--- src/rtl/ps2_scan_rx_pkg.sv ---
// Shared types, key-code constants and the Set-2 scancode translation
// used by the PS/2 receiver.
package ps2_pkg;

    localparam logic [9:0] KC_BREAK     = 10'h0F0;
    localparam logic [9:0] KC_ENTER     = 10'h0C0;
    localparam logic [1:0] KC_OTHER_MSB = 2'b10;

    typedef enum logic [1:0] {
        IDLE,
        DATA,
        PARITY,
        STOP
    } ps2_state_t;

    // Letters map to 0..25 in alphabetical order; anything unrecognised is
    // tagged with KC_OTHER_MSB so the writer can ignore it.
    function automatic logic [9:0] scan2key(input logic [7:0] b);
        logic [9:0] k;
        case (b)
            8'hF0:   k = KC_BREAK;
            8'h5A:   k = KC_ENTER;
            8'h1C:   k = 10'd0;
            8'h32:   k = 10'd1;
            8'h21:   k = 10'd2;
            8'h23:   k = 10'd3;
            8'h24:   k = 10'd4;
            8'h2B:   k = 10'd5;
            8'h34:   k = 10'd6;
            8'h33:   k = 10'd7;
            8'h43:   k = 10'd8;
            8'h3B:   k = 10'd9;
            8'h42:   k = 10'd10;
            8'h4B:   k = 10'd11;
            8'h3A:   k = 10'd12;
            8'h31:   k = 10'd13;
            8'h44:   k = 10'd14;
            8'h4D:   k = 10'd15;
            8'h15:   k = 10'd16;
            8'h2D:   k = 10'd17;
            8'h1B:   k = 10'd18;
            8'h2C:   k = 10'd19;
            8'h3C:   k = 10'd20;
            8'h2A:   k = 10'd21;
            8'h1D:   k = 10'd22;
            8'h22:   k = 10'd23;
            8'h35:   k = 10'd24;
            8'h1A:   k = 10'd25;
            default: k = {KC_OTHER_MSB, b};
        endcase
        return k;
    endfunction

endpackage

--- src/rtl/ps2_scan_rx_clk_filter.sv ---
// Two-flop synchroniser for a raw PS/2 pin, optionally followed by a
// level filter that only accepts a change after FILTER_LEN equal samples.
module ps2_clk_filter #(
    parameter int FILTER_LEN = 8,
    parameter bit USE_FILTER = 1'b1
) (
    input  logic clk,
    input  logic rst,
    input  logic pin,
    output logic level,
    output logic fall
);

    logic sync1;
    logic sync2;

    // PS/2 lines idle high, so the synchroniser resets to 1.
    always_ff @(posedge clk) begin
        if (rst) begin
            sync1 <= 1'b1;
            sync2 <= 1'b1;
        end else begin
            sync1 <= pin;
            sync2 <= sync1;
        end
    end

    generate
        if (USE_FILTER) begin : g_filter
            localparam int CW = $clog2(FILTER_LEN + 1);

            logic [CW-1:0] cnt;
            logic          lvl;
            logic          fall_r;

            always_ff @(posedge clk) begin
                if (rst) begin
                    cnt    <= '0;
                    lvl    <= 1'b1;
                    fall_r <= 1'b0;
                end else begin
                    fall_r <= 1'b0;
                    if (sync2 != lvl) begin
                        if (cnt == CW'(FILTER_LEN - 1)) begin
                            lvl    <= sync2;
                            cnt    <= '0;
                            fall_r <= lvl;
                        end else begin
                            cnt <= cnt + CW'(1);
                        end
                    end else begin
                        cnt <= '0;
                    end
                end
            end

            assign level = lvl;
            assign fall  = fall_r;
        end else begin : g_sync_only
            logic prev;

            always_ff @(posedge clk) begin
                if (rst) prev <= 1'b1;
                else     prev <= sync2;
            end

            assign level = sync2;
            assign fall  = prev & ~sync2;
        end
    endgenerate

endmodule

--- src/rtl/ps2_scan_rx.sv ---
// PS/2 device-to-host frame receiver: deframes 11-bit frames, checks
// start/parity/stop and emits one translated key code per accepted byte.
module ps2_scan_rx
    import ps2_pkg::*;
#(
    parameter int FILTER_LEN     = 8,
    parameter int TIMEOUT_CYCLES = 50000
) (
    input  logic       clk,
    input  logic       rst,
    input  logic       ps2_clk,
    input  logic       ps2_data,
    output logic [9:0] key_code,
    output logic       done,
    output logic       frame_err
);

    localparam int TW = $clog2(TIMEOUT_CYCLES + 1);

    logic          fall;
    logic          data_bit;
    logic          clk_level_unused;
    logic          data_fall_unused;
    ps2_state_t    state;
    ps2_state_t    next_state;
    logic [7:0]    shift_reg;
    logic [2:0]    bit_cnt;
    logic          parity_bit;
    logic [TW-1:0] tout_cnt;
    logic          timed_out;
    logic          accept;
    logic          reject;

    ps2_clk_filter #(.FILTER_LEN(FILTER_LEN), .USE_FILTER(1'b1)) u_clk_filter (
        .clk   (clk),
        .rst   (rst),
        .pin   (ps2_clk),
        .level (clk_level_unused),
        .fall  (fall)
    );

    ps2_clk_filter #(.FILTER_LEN(FILTER_LEN), .USE_FILTER(1'b0)) u_data_sync (
        .clk   (clk),
        .rst   (rst),
        .pin   (ps2_data),
        .level (data_bit),
        .fall  (data_fall_unused)
    );

    assign timed_out = (state != IDLE) && !fall
                       && (tout_cnt == TW'(TIMEOUT_CYCLES - 1));

    always_ff @(posedge clk) begin
        if (rst) state <= IDLE;
        else     state <= next_state;
    end

    always_comb begin
        next_state = state;
        if (timed_out) begin
            next_state = IDLE;
        end else if (fall) begin
            case (state)
                IDLE:    if (!data_bit) next_state = DATA;
                DATA:    if (bit_cnt == 3'd7) next_state = PARITY;
                PARITY:  next_state = STOP;
                STOP:    next_state = IDLE;
                default: next_state = IDLE;
            endcase
        end
    end

    // A frame is good only with a high stop bit and odd parity over data+parity.
    always_comb begin
        accept = 1'b0;
        reject = 1'b0;
        if (timed_out) begin
            reject = 1'b1;
        end else if (fall) begin
            if (state == IDLE && data_bit) reject = 1'b1;
            if (state == STOP) begin
                if (data_bit && (^{shift_reg, parity_bit})) accept = 1'b1;
                else                                         reject = 1'b1;
            end
        end
    end

    always_ff @(posedge clk) begin
        if (rst) begin
            shift_reg  <= '0;
            bit_cnt    <= '0;
            parity_bit <= 1'b0;
            tout_cnt   <= '0;
            key_code   <= '0;
            done       <= 1'b0;
            frame_err  <= 1'b0;
        end else begin
            done      <= accept;
            frame_err <= reject;
            if (accept) key_code <= scan2key(shift_reg);

            if (state == IDLE || fall) tout_cnt <= '0;
            else                       tout_cnt <= tout_cnt + TW'(1);

            if (fall) begin
                case (state)
                    IDLE:    bit_cnt <= '0;
                    DATA: begin
                        shift_reg <= {data_bit, shift_reg[7:1]};
                        bit_cnt   <= bit_cnt + 3'd1;
                    end
                    PARITY:  parity_bit <= data_bit;
                    default: ;
                endcase
            end
        end
    end

endmodule

--- config.mk ---
export PLATFORM = sky130hd
export DESIGN_NAME = ps2_scan_rx
export DESIGN_NICKNAME = d
export VERILOG_FILES = /design/src/rtl/ps2_scan_rx_pkg.sv /design/src/rtl/ps2_scan_rx_clk_filter.sv /design/src/rtl/ps2_scan_rx.sv
export SDC_FILE = /design/constraint.sdc
export NUM_CORES = 1
export LEC_CHECK = 0
export BUFFER_PORTS_ARGS = -buffer_cell sky130_fd_sc_hd__buf_2
export CORE_MARGIN = 1.5
export CORE_UTILIZATION = 58
export CTS_CLUSTER_DIAMETER = 80
export DETAILED_ROUTE_END_ITERATION = 10
export PLACE_DENSITY = 0.76
export SKIP_LAST_GASP = 1
export SLEW_MARGIN = 15
export SYNTH_ARGS = -nofsm -noshare
export SYNTH_HDL_FRONTEND = slang
export SYNTH_SLANG_ARGS = --single-unit
--- constraint.sdc ---
create_clock -name clk -period 3.22 [get_ports clk]
set_input_delay 0.644 -clock clk [delete_from_list [all_inputs] [get_ports clk]]
set_output_delay 0.644 -clock clk [all_outputs]
set_load 0.02 [all_outputs]
==> out/summary.md <==
The final weighted congestion of routability-driven global placement is 0.9002. The met2 usage in global routing is 0.3415. Dividing the detail-routed wire length by the instance count gives 13.05 um.

Once detail routing completed, the nets flagged for antenna violations numbered 0. The logs give 5247 um for the wire length after detailed routing and 1998 for the number of global-route vias before repair. The insertion delay to the later sink of the worst-skew pair was 300 ps; the number of DRC markers after the initial detailed-route iteration was 164. The fraction of layout cells with a size suffix above 1 was 0.1075.

For this run, the leading register cell type out of synthesis is dfxtp_1. The overall die height is 72.84 um, and the sequential fraction of the synthesis area is 0.3609. Combined area of all synthesized cells: 0.002829 mm^2. The worst setup path is captured at a flip-flop. Setup repair after global routing left no endpoint under its margin.

In this run, post-CTS hold repair placed 0 buffers. The total half-perimeter wirelength after legalization and detailed placement came out at 3643 um. The tools report the met1 global-route usage as 0.2813. In this run the clock root is driven by a clkbuf_8. The area fraction in and, or, nand and nor cells after synthesis was 0.3105; the die span in x was 72.84 um.

Initial antenna violation count: 0. TritonCTS built the clock tree. The mux share of post-synthesis cell area is 0.007077, and the number of buffers added for setup after CTS is 0.

Summed over all layers, the global routing overflow is 0. The fraction of the core area covered by cells at the end of the flow was 0.6262; the number of sinks on the clock net was 51. The run gives 0 as the number of warnings printed during yosys synthesis.

For the via total after detailed routing, the log shows 2299. The flow ran to the end, and the final reports show no timing, DRC or antenna violations. For this run, design rule violations remaining after detail routing come to 0. The netlist uses 53 different library cells. The ratio of final minimum period to clock period was 0.8505; the worst-case headroom to the max-slew limit was 0.3957. Clock-pin slew was measured on the worst setup and hold paths at 90 ps. The static leakage is 0.001025 uW, and the share of synthesized cell area in full adder, half adder and majority cells is 0.03981. Synthesis produced a netlist whose cell count is 338.

For the pin with the worst max-slew slack, the measured transition is 905.2 ps. By startpoint and endpoint, the worst setup path is classified as reg -> reg. Row generation in the floorplan step produced 25 rows. The maximum number of buffers from clock root to sink is 2.

After global routing, the most crowded layer is met2. Across all hold checks on the routed design, the worst slack comes to 415.9 ps. The die covers 0.005306 mm^2. The core footprint was 0.004723 mm^2; the number of buffers added on ports was 14. The worst voltage drop across the vdd grid is 264.3 uV. The logs give 0.5989 for the effective utilization at floorplan and 2 for the H-tree depth.

Max-cap violations in this run came to 0. Synthesis produced a netlist with a net count of 351. The power density over the cells is 370.8 mW/mm^2, and the arrival time of data at the critical path endpoint is 2920 ps. After clock tree synthesis, the repair step resized 0 gates. The final hold violation count was 0.

The area fraction in compound gates after synthesis is 0.1393. 16 I/O pins were placed. The xor-xnor portion of the synthesized cell area came out at 0.07873. The via density per instance was 5.719.

The logs give 4 for the iteration count of the initial detailed-routing pass and 0.3651 GHz for the maximum clock frequency. For the worst setup path, the data required time is 3400 ps. The element type at the critical path start was a flip-flop.

The largest family of logic cells by synthesized area is simple AND/OR/NAND/NOR gates. Counting flops and latches in the post-synthesis netlist gives 51. Averaged over all synthesized cells, the footprint is 8.370 um^2.

The area growth from synthesis to layout is 4.556%. The fraction of synthesis flops using an asynchronous set or reset pin was 0. Yosys mapped a number of flops with a built-in enable equal to 0. Setup violations remaining at the end of the flow were counted as 0. The routing usage on met3 is 0.03039.

The number of CTS-inserted buffers was 5; the number of flip-flops in the largest register was 16. The tools report the total routing resource utilization after global routing as 0.2091. The number of slew-limit violations in the final report was 0; the layout net count was 347. For the number of antenna diodes, the log shows 0. Along the worst path, the maximum fanout reaches 27. The first global-routing pass estimated 8894 um of wire. After routing, the total negative slack on setup checks comes to 0 ps. The largest net degree at the start of global routing was 34; the minimum clock period after layout was 2739 ps. In this run the worst hold path is classified as reg -> reg. Across the routed clock network, the largest skew measured is 12.11 ps.
-- critical path: stages (launching register included) --
cell,delay [ps]
dfxtp_1,870
or3b_1,430
a211o_1,320
a21oi_1,190
and4bb_1,340
a2111oi_4,390
nor3_1,80
-- where the power goes --
group | switching (uW) | total, uW | internal [uW]
sequential | 1.70 | 634 | 633
combinational | 9.28 | 13.4 | 4.14
clock | 197 | 449 | 251
total | 208 | 1100 | 888
-- layout by cell type, fill, tap and decap left out, drive strengths merged, types with 2 or more instances in the layout --
cell type,netlist,final
nor4,5,5
or3b,3,3
inv,7,7
a211oi,7,7
and3,6,6
nor2,39,39
nand3b,4,4
o21ai,12,12
nand4b,2,2
nor3,10,10
nor4bb,3,3
nand2b,7,7
xnor2,11,11
or2,6,6
nand4,6,6
a2111oi,3,3
a31oi,4,4
mux2i,2,2
nand2,35,35
nor3b,2,2
xor2,11,11
a21oi,16,16
and4,2,2
nand3,14,14
ha,9,9
a22oi,4,4
or3,4,4
nor4b,6,6
o21a,3,3
and2,2,2
clkbuf,9,6
nor2b,5,5
buf,17,15
a311oi,3,3
dfxtp,51,51
-- stage by stage --
step	cells	total power (uW)	setup slack [ps]	instance area, um^2
3_3_place_gp	394	662.7	595.1	2840
6_report	402	1097	481.3	2958
2_1_floorplan	338	659.7	1143	2829
5_1_grt	402	1135	314.8	2958
3_5_place_dp	394	663.0	537.3	2840
4_1_cts	402	1111	500.6	2958
-- cell families (layout without fill, tap and decap cells) --
| kind of cell | Yosys count | in the layout |
|---|---|---|
| compound gates | 56 | 56 |
| xor+xnor | 23 | 23 |
| fa+ha+maj | 9 | 9 |
| buf+inv | 33 | 30 |
| flops | 51 | 51 |
| mux | 2 | 2 |
| other cells | 1 | 1 |
| simple gates | 163 | 163 |
-- layer usage --
metal  share of wire  wire, um
met4           0.013        70
met3           0.028       149
met5               0         0
met2            0.47      2481
met1            0.49      2546
-- layout make-up --
class                           count  area [um^2]
Timing Repair Buffer               15        77.57
Tap cell                           67        83.83
Fill cell                         387         1765
Multi-Input combinational cell    254         1632
Inverter                            7        26.28
Clock buffer                        6        82.58
Clock inverter                      2        35.03
Sequential cell                    51         1021
-- worst paths after layout --
path,start,endpoint,slack [ps],depth (start not counted)
min reg2reg,u_clk_filter.sync1,u_clk_filter.sync2,420,1
max,shift_reg[0],key_code[2],480,6
max reg2reg,shift_reg[0],key_code[2],480,6
min,u_clk_filter.sync1,u_clk_filter.sync2,420,1
-- synthesized netlist by cell type, types with 4 or more instances --
master     n  share of area
clkbuf_1   9          0.012
nor3_1    10          0.018
nand2_1   35          0.046
xor2_1    11          0.034
ha_1       9          0.040
xnor2_1   10          0.031
nand3_1   14          0.025
nor2b_1    5          0.011
or3_1      4         0.0088
nand2b_1   7          0.015
a21oi_1   16          0.028
and3_1     6          0.013
buf_2      9          0.016
nor4b_1    5          0.015
o21ai_0   12          0.021
a31oi_1    4         0.0088
a211oi_1   7          0.019
nor2_1    39          0.052
inv_1      7         0.0093
or2_2      5          0.011
nor4_1     5          0.011
dfxtp_1   51           0.36
buf_6      4          0.016
nand4_1    5          0.011
nand3b_1   4          0.011
(Power assumes the default switching activity.)
